===== config.mk =====
export PLATFORM = sky130hd
export DESIGN_NAME = uart_cfg_sync_store
export DESIGN_NICKNAME = d
export VERILOG_FILES = /design/src/rtl/uart_cfg_pkg.sv /design/src/rtl/cdc_sync_bit.sv /design/src/rtl/uart_cfg_sync_store.sv
export SDC_FILE = /design/constraint.sdc
export NUM_CORES = 1
export LEC_CHECK = 0
export ABC_AREA = 1
export BUFFER_PORTS_ARGS = -buffer_cell sky130_fd_sc_hd__buf_2
export CAP_MARGIN = 10
export CORE_MARGIN = 2
export CORE_UTILIZATION = 52
export DETAILED_ROUTE_END_ITERATION = 16
export PLACE_DENSITY = 0.84
export SYNTH_ARGS = -nofsm -noshare
export SYNTH_HDL_FRONTEND = slang
export SYNTH_SLANG_ARGS = --single-unit

===== constraint.sdc =====
create_clock -name CLKip -period 1 [get_ports CLKip]
set_input_delay 0.1 -clock CLKip [delete_from_list [all_inputs] [get_ports CLKip]]
set_output_delay 0.1 -clock CLKip [all_outputs]
set_load 0.03 [all_outputs]

===== src/rtl/uart_cfg_pkg.sv =====
// Shared constants for the UART configuration front end.
package uart_cfg_pkg;

  // Power-on baud-rate word loaded into the store and the read register.
  localparam int DEFAULT_BAUD = 115200;

  // Width of the baud-rate configuration word.
  localparam int CFG_W = 32;

endpackage : uart_cfg_pkg


===== src/rtl/cdc_sync_bit.sv =====
// Single-bit multi-flop synchroniser: a plain shift chain whose last stage is the output.
// STAGES must be 2..4; RST_LVL is the level every stage takes while RSTni is low.
module cdc_sync_bit #(
  parameter int   STAGES  = 2,
  parameter logic RST_LVL = 1'b0
) (
  input  logic CLKip,
  input  logic RSTni,
  input  logic SIGi,
  output logic SIGo
);

  logic [STAGES-1:0] sync_q;
  logic [STAGES-1:0] sync_d;

  // Next chain contents: shift the raw input into stage 0, pure wiring between stages.
  always_comb begin
    sync_d = {sync_q[STAGES-2:0], SIGi};
  end

  // Chain flops, preset to the idle level on reset so no false strobe leaves the chain.
  always_ff @(posedge CLKip or negedge RSTni) begin
    // NOTE: non-blocking assignment lets every stage sample the previous stage's old value.
    if (!RSTni) sync_q <= {STAGES{RST_LVL}};
    else        sync_q <= sync_d;
  end

  assign SIGo = sync_q[STAGES-1];

endmodule : cdc_sync_bit


===== src/rtl/uart_cfg_sync_store.sv =====
// UART receiver front end: resynchronises RXi, WEi and RDi into the CLKip domain and
// holds one baud-rate word with a write-enabled store and a read-enabled output register.
module uart_cfg_sync_store
  import uart_cfg_pkg::*;
#(
  parameter int                SYNC_STAGES = 2,
  parameter int                DATA_W      = CFG_W,
  parameter logic [DATA_W-1:0] RST_VAL     = DATA_W'(DEFAULT_BAUD)
) (
  input  logic              CLKip,
  input  logic              RSTni,
  input  logic              RXi,
  input  logic              WEi,
  input  logic              RDi,
  input  logic [DATA_W-1:0] DATAi,
  output logic              RXo,
  output logic              WEo,
  output logic              RDo,
  output logic [DATA_W-1:0] Qo
);

  logic              we_s;
  logic              rd_s;
  logic [DATA_W-1:0] store_q;
  logic [DATA_W-1:0] store_d;
  logic [DATA_W-1:0] qo_q;
  logic [DATA_W-1:0] qo_d;

  // Serial line idles high, so its chain presets to 1 to avoid a phantom start bit.
  cdc_sync_bit #(
    .STAGES  (SYNC_STAGES),
    .RST_LVL (1'b1)
  ) u_sync_rx (
    .CLKip (CLKip),
    .RSTni (RSTni),
    .SIGi  (RXi),
    .SIGo  (RXo)
  );

  cdc_sync_bit #(
    .STAGES  (SYNC_STAGES),
    .RST_LVL (1'b0)
  ) u_sync_we (
    .CLKip (CLKip),
    .RSTni (RSTni),
    .SIGi  (WEi),
    .SIGo  (we_s)
  );

  cdc_sync_bit #(
    .STAGES  (SYNC_STAGES),
    .RST_LVL (1'b0)
  ) u_sync_rd (
    .CLKip (CLKip),
    .RSTni (RSTni),
    .SIGi  (RDi),
    .SIGo  (rd_s)
  );

  assign WEo = we_s;
  assign RDo = rd_s;

  // Store next value: level-sensitive write, so every edge with WEo high captures DATAi.
  always_comb begin
    // NOTE: default to the held value first so the hold path is explicit and no latch forms.
    store_d = store_q;
    if (we_s) store_d = DATAi;
  end

  // Read register next value: takes the store as it was before this edge (read-before-write).
  always_comb begin
    qo_d = qo_q;
    if (rd_s) qo_d = store_q;
  end

  // Store and read register, both returning to the default baud word on reset.
  always_ff @(posedge CLKip or negedge RSTni) begin
    // NOTE: the store is a single register with a defined power-on word, so it is reset like any flop.
    if (!RSTni) begin
      store_q <= RST_VAL;
      qo_q    <= RST_VAL;
    end else begin
      store_q <= store_d;
      qo_q    <= qo_d;
    end
  end

  assign Qo = qo_q;

endmodule : uart_cfg_sync_store


==> run summary, run 1 <==
# diodes - 0
Ys async rst share - 1.00
Worst-skew pair later-pin latency - 0.34 ns
Area grow syn2layout - 55.5%
Iteration-0 DRC Markers - 255
Synthesis Warnings - 0
Initial Util - 0.539
Failing checks - negative setup slack
Rows - 26
Largest net degree at the start of global routing - 71
Synth unique cells - 9
Final hold vios - 0
Most frequent cell after synthesis - nand2_1
Final core utilization - 0.838
Cell Int Power - 4.98 mW
Max IR drop VDD - 850 µV
# DRC - 0
Worst Hold Class - input pin to async pin
HPWL Detailed - 3260 µm
Fin area - 4250 µm²
Initial antenna violation count - 0
Net count after synthesis - 315
Synth Area in Compound Gates - 0
Worst Clk Skew - 0.00607 ns
Xor/xnor cell area share of the yosys netlist - 0
Fmax - 0.901 GHz
Post-synth top area cell - dfrtp_1
Critical Path Fanout Max - 2
#FFs+latches synth - 70
Synth Area in Simple Gates - 0.282
Final nets - 463
H-Tree Depth - 3
Synth Area in Adders - 0
Final min period - 1.11 ns
Share of total power in sequential cells - 0.475
Total gr overflow - 0
Largest delay contributor family on the critical path - flip-flops
Share of layout cells above drive strength 1 - 0.408
Switching Fraction - 0.291
Post-synth top cells - 172 x nand2_1, 60 x dfrtp_1, 20 x nand2_2, 10 x dfstp_2, 9 x buf_6
Net Switching - 2.04 mW
Largest family of logic cells by synthesized area - simple AND/OR/NAND/NOR gates
Dpl cell area - 3070 µm²
Clk pin slew, worst setup/hold paths - 0.07 ns
Gate power share - 0.234
GPL Wtd Cong - 0.759
Global-route wire length before repair - 10600 µm
ANT nets after route - 0
Port Buffers - 71
Total Wirelength - 7680 µm
Setup_tns - -0.537 ns
PD cells - 1650 nW/µm²
Avg WL per Cell - 15.3 µm
Main synth FF type - dfrtp_1
Die height - 76.5 µm
Worst Path Buf+Inv - 1
Post-synthesis mux area share - 0
Die X - 76.5 µm
Max-cap violations - 0
Multi-input logic area - 808 µm²
Leakage power - 2.27 nW
Clk sinks - 70
CP endpoint kind - primary output
Slew Limit Headroom - 0.763
Core area - 5070 µm²
Pins Over Slew Limit - 0
GR Util All Layers - 0.236
Die area - 5850 µm²
Slowest CP cell - dfstp_2
Via count - 2431
RSZ-0062 raised after global routing - true
Final worst slack - -0.110 ns
Setup Crit Path Kind - register to primary output
First drt pass iteration count - 4
Fin crit share - 1.11
Startpoint Class - register
Crit path cell chain - buf_6
Synth Instances - 278
Req. time, crit path - 0.90 ns
Ranking of synthesized cells by area - dfrtp_1 55%, nand2_1 24%, dfstp_2 9.6%, nand2_2 4.6%, buf_6 3.7%
Final setup fails - 8
Clock buffer depth - 2
EDFF count, synth - 0
IO Count - 72
Share of the synthesized area in the top cell type - 0.549
CTS buffer count - 9
Status - finished, violations left
Vias per cell - 4.85
Root buffer cell - clkbuf_8
Crit path DAT - 1.01 ns
Seq. cell area - 1770 µm²
Post-synthesis sequential area ratio - 0.645
Clock power frac - 0.291
Fillcell total - 265
CTS tree - done
Mean Syn Cell Area - 9.83 µm²
Worst slew pin tran - 0.355 ns
Delay of the slowest critical-path stage - 0.55 ns
Synth Cell Area - 2730 µm²
Vias in the first global route - 2354
[final cells by class]
cell class	count	area share
repair buffers	149	0.321
flip-flops and latches	70	0.416
clock buffers	15	0.0392
repair inverters	2	0.00412
inverters	2	0.00765
clock inverters	1	0.00118
well taps	70	0.0206
multi-input cells	192	0.190
[flip-flops by register name, summed over array words and instances (netlist names)]
name              flops
u_sync_rx.sync_q      2
u_sync_we.sync_q      2
Qo                   32
u_sync_rd.sync_q      2
store_q              32
[cell families (layout without fill, tap and decap cells)]
group | Yosys count | count (layout)
DFF | 70 | 70
and+or+nand+nor | 192 | 192
buffers and inverters | 16 | 169
[cell usage in the layout (no fill, tap or decap)]
cell type,n
clkinv_8,2
clkbuf_1,4
buf_8,1
buf_4,34
nand2_2,35
dfstp_2,10
clkbuf_8,11
clkinv_2,1
buf_2,35
buf_12,4
nand2_1,157
dfrtp_2,2
clkbuf_16,3
dlygate4sd3_1,36
inv_6,2
dfrtp_1,58
buf_6,36
[routing by layer]
layer | routed length (µm) | track usage | up-vias
met5 | 0 | 0 | -
met4 | 376 | 0.140 | 0
met3 | 442 | 0.0450 | 35
met2 | 4080 | 0.409 | 121
met1 | 2780 | 0.271 | 1145
li1 | - | - | 1130
[power groups by stage]
stage	clock network (mW)	logic (mW)	registers (mW)
2_1_floorplan	0	0.371	3.64
3_3_place_gp	0	0.966	3.34
3_5_place_dp	0	0.992	3.35
4_1_cts	2.03	1.37	3.30
5_1_grt	2.20	1.75	3.36
6_report	2.04	1.64	3.33
[worst paths after layout]
path / startpoint / slack [ns] / cells after the start / to
max: Qo[14] / -0.11 / 1 / Qo[14]
min: RSTni / 0.31 / 3 / Qo[2]
max reg2reg: u_sync_rd.sync_q[1] / 0 / 4 / Qo[3]
min reg2reg: u_sync_rx.sync_q[0] / 0.36 / 0 / u_sync_rx.sync_q[1]
max in group asynchronous: RSTni / 0.36 / 3 / Qo[14]
min in group CLKip: u_sync_rx.sync_q[0] / 0.36 / 0 / u_sync_rx.sync_q[1]
[what timing repair did]
action                     4_1_cts  5_1_grt
gates cloned                     0        6
pin swaps                        0        4
gates resized for setup         53       45
hold endpoints to repair        95        0
setup endpoints to repair       32       86
buffers inserted                19       14
hold buffers                    36        0
[through the flow]
step | total power, mW | std cells | setup slack, ns | hold slack (ns)
6_report | 7.02 | 501 | -0.110 | 0.314
2_1_floorplan | 4.01 | 278 | 0.0138 | -0.196
4_1_cts | 6.71 | 481 | -0.118 | 0.322
3_5_place_dp | 4.34 | 410 | 0.0909 | 0.137
5_1_grt | 7.31 | 501 | -0.141 | 0.361
3_3_place_gp | 4.31 | 410 | 0.114 | 0.130
Power figures use the tool's default switching activity.
==> run 2, diff against run 1 <==
SETUP_SLACK_MARGIN = 0.15   (was not set)
==> run 2 against run 1 <==
The flow now stops in global routing. Synthesized cell count stayed put. Area after synthesis stayed put.
==> run summary, run 2 <==
Main synth FF type - dfrtp_1 (unchanged)
Synthesis Warnings - 0 (unchanged)
Ranking of synthesized cells by area - dfrtp_1 55%, nand2_1 24%, dfstp_2 9.6%, nand2_2 4.6%, buf_6 3.7% (unchanged)
Synth Cell Area - 2730 µm² (unchanged)
Synth unique cells - 9 (unchanged)
Die height - 76.5 µm (unchanged)
EDFF count, synth - 0 (unchanged)
Root buffer cell - clkbuf_8 (unchanged)
#FFs+latches synth - 70 (unchanged)
HPWL Detailed - 3530 µm (was 3260 µm)
Mean Syn Cell Area - 9.83 µm² (unchanged)
Post-synth top cells - 172 x nand2_1, 60 x dfrtp_1, 20 x nand2_2, 10 x dfstp_2, 9 x buf_6 (unchanged)
IO Count - 72 (unchanged)
Post-synth top area cell - dfrtp_1 (unchanged)
Port Buffers - 71 (unchanged)
Initial Util - 0.539 (unchanged)
Last worst endpoint in the global-route repair_timing - Qo[15]
H-Tree Depth - 3 (unchanged)
Synth Instances - 278 (unchanged)
Largest net degree at the start of global routing - 30
Post-synthesis sequential area ratio - 0.645 (unchanged)
Ys async rst share - 1.00 (unchanged)
Dpl cell area - 3080 µm² (was 3070 µm²)
Stage reached - global routing
Clock buffer depth - 2 (unchanged)
Net count after synthesis - 315 (unchanged)
Err - [ERROR DPL-0038] Utilization greater than 100%, impossible to legalize
GPL Wtd Cong - 0.791 (was 0.759)
Rows - 26 (unchanged)
Clk sinks - 70 (unchanged)
Most frequent cell after synthesis - nand2_1 (unchanged)
Status - did not finish (was finished, violations left)
Die X - 76.5 µm (unchanged)
Worst_ep kind - output port
CTS buffer count - 9 (unchanged)
Share of the synthesized area in the top cell type - 0.549 (unchanged)
run 2: cell counts after synthesis:
Identical to the previous run, type by type.
run 2: metrics by stage:
step           setup TNS, ns  setup slack, ns  std cells
2_1_floorplan              0           0.0173        278
3_3_place_gp               0           0.0903        414
3_5_place_dp               0           0.0749        414
4_1_cts                -1.87           -0.118        504
run 2: logic make-up after synthesis:
logic type / Yosys count / share of synthesized area
buffers and inverters: 16 / 0.0728
DFF: 70 / 0.645
and+or+nand+nor: 192 / 0.282
run 2: what timing repair did:
item                                    CTS
gates resized for setup                 168
pin swaps                                46
hold buffers                             36
buffers inserted                         27
endpoints found under the setup margin   99
hold endpoints to repair                104
cloned                                   11
==> run 3, diff against run 2 <==
CORE_UTILIZATION = 40   (was 52)
PLACE_DENSITY = not set   (was 0.84)
PLACE_DENSITY_LB_ADDON = 0.15   (was not set)
SETUP_SLACK_MARGIN = not set   (was 0.15)
==> run 3 against run 2 <==
The flow now finishes, with violations (negative setup slack).
==> run summary, run 3 (synthesis gave the netlist of run 1 again) <==
Status - finished, violations left (was did not finish)
Failing checks - negative setup slack
Initial Util - 0.407 (was 0.539)
Final setup fails - 8
Vias per cell - 4.45
Total Wirelength - 6320 µm
Fillcell total - 580
# DRC - 0
Fin crit share - 1.12
Global-route wire length before repair - 9960 µm
Die height - 86.7 µm (was 76.5 µm)
RSZ-0062 raised after global routing - true
Worst-skew pair later-pin latency - 0.35 ns
Final min period - 1.12 ns
Final worst slack - -0.120 ns
Reg2Reg Launch Point - u_sync_rd.sync_q[1]
Clk pin slew, worst setup/hold paths - 0.08 ns
Largest net degree at the start of global routing - 71
Final nets - 455
Startpoint Class - register
Crit path cell chain - buf_6
Fmax - 0.893 GHz
Die area - 7510 µm²
Root buffer cell - clkbuf_8 (unchanged)
IO Count - 72 (unchanged)
H-Tree Depth - 3 (unchanged)
Fin area - 4200 µm²
Pins Over Slew Limit - 0
Clk sinks - 70 (unchanged)
Total gr overflow - 0
CTS tree - done
Register-to-register setup slack - 0.02 ns
Worst Hold Class - input pin to async pin
Leading cell type in the layout, fill and taps excluded - nand2_1
Vias in the first global route - 2253
Share of layout cells above drive strength 1 - 0.376
Leakage power - 2.25 nW
Power Total - 7.15 mW
Seq. cell area - 1770 µm²
HPWL Detailed - 3320 µm (was 3530 µm)
CTS buffer count - 9 (unchanged)
Dpl cell area - 3110 µm² (was 3080 µm²)
Worst Clk Skew - 0.00780 ns
PD cells - 1700 nW/µm²
CP endpoint kind - primary output
Via count - 2236
First drt pass iteration count - 4
Multi-input logic area - 778 µm²
Rows - 30 (was 26)
Crit path DAT - 1.02 ns
Worst Path Buf+Inv - 1
Slew Limit Headroom - 0.754
Max-cap violations - 0
Avg WL per Cell - 12.6 µm
Max IR drop VDD - 903 µV
Setup Crit Path Kind - register to primary output
Area grow syn2layout - 53.6%
Die X - 86.7 µm (was 76.5 µm)
Critical Path Fanout Max - 2
GR Util All Layers - 0.173
Req. time, crit path - 0.90 ns
Crit path depth - 1
Setup_tns - -0.565 ns
Iteration-0 DRC Markers - 123
Worst slew pin tran - 0.369 ns
R2R depth - 4
# diodes - 0
Slowest CP cell - dfstp_2
Delay of the slowest critical-path stage - 0.55 ns
Core area - 6720 µm²
Final hold vios - 0
Largest delay contributor family on the critical path - flip-flops
Reg2reg end - Qo[23]
Commonest non-fill, non-tap cells in the layout - 169 x nand2_1, 58 x dfrtp_1, 36 x dlygate4sd3_1, 36 x buf_6, 35 x buf_2
Final core utilization - 0.625
Initial antenna violation count - 0
ANT nets after route - 0
Clock buffer depth - 2 (unchanged)
Hold_ws - 0.281 ns
GPL Wtd Cong - 0.723 (was 0.791)
Port Buffers - 71 (unchanged)
run 3: layout make-up:
cell class / instances / area share
Multi-Input combinational cell: 192 / 0.185
Timing Repair inverter: 1 / 0.00209
Sequential cell: 70 / 0.421
Timing Repair Buffer: 142 / 0.312
Tap cell: 80 / 0.0238
Clock buffer: 12 / 0.0369
Inverter: 2 / 0.00864
Clock inverter: 4 / 0.0107
run 3: power by group:
part	internal [mW]	total, mW	switching [mW]
clock	1.28	2.31	1.03
combinational	0.763	1.54	0.772
sequential	3.14	3.31	0.177
total	5.18	7.15	1.98
run 3: tightest hold or removal path, cell delays in order:
cell and delay, ns:
dlygate4sd3_1 0.52, buf_4 0.11, buf_12 0.29
run 3: how the worst max path moves through the flow:
stage / start / end / slack, ns
floorplan: u_sync_rd.sync_q[1] / Qo[10] / 0.01
global placement: u_sync_rd.sync_q[1] / Qo[19] / 0.09
detailed placement: u_sync_we.sync_q[1] / store_q[29] / 0.08
CTS: Qo[9] / Qo[9] / -0.14
global route: Qo[9] / Qo[9] / -0.16
finish: Qo[9] / Qo[9] / -0.12
run 3: what timing repair did:
item	4_1_cts	5_1_grt
buffers inserted	20	8
pin swaps	0	0
resized for setup	66	16
hold endpoints to repair	95	0
endpoints found under the setup margin	35	67
hold buffers	36	0
cloned	0	3
run 3: layer usage:
metal,up-vias,global-route usage,wire [µm],part of all wire
met5,-,0,0,0
met4,0,0.0952,132,0.021
met3,10,0.0362,283,0.045
met2,66,0.290,3150,0.50
met1,1049,0.209,2750,0.44
li1,1111,-,-,-
run 3: stage by stage:
step           worst slack [ns]  instances
6_report                 -0.120        503
3_3_place_gp             0.0897        420
2_1_floorplan            0.0138        278
4_1_cts                  -0.139        492
5_1_grt                  -0.157        503
3_5_place_dp             0.0803        420
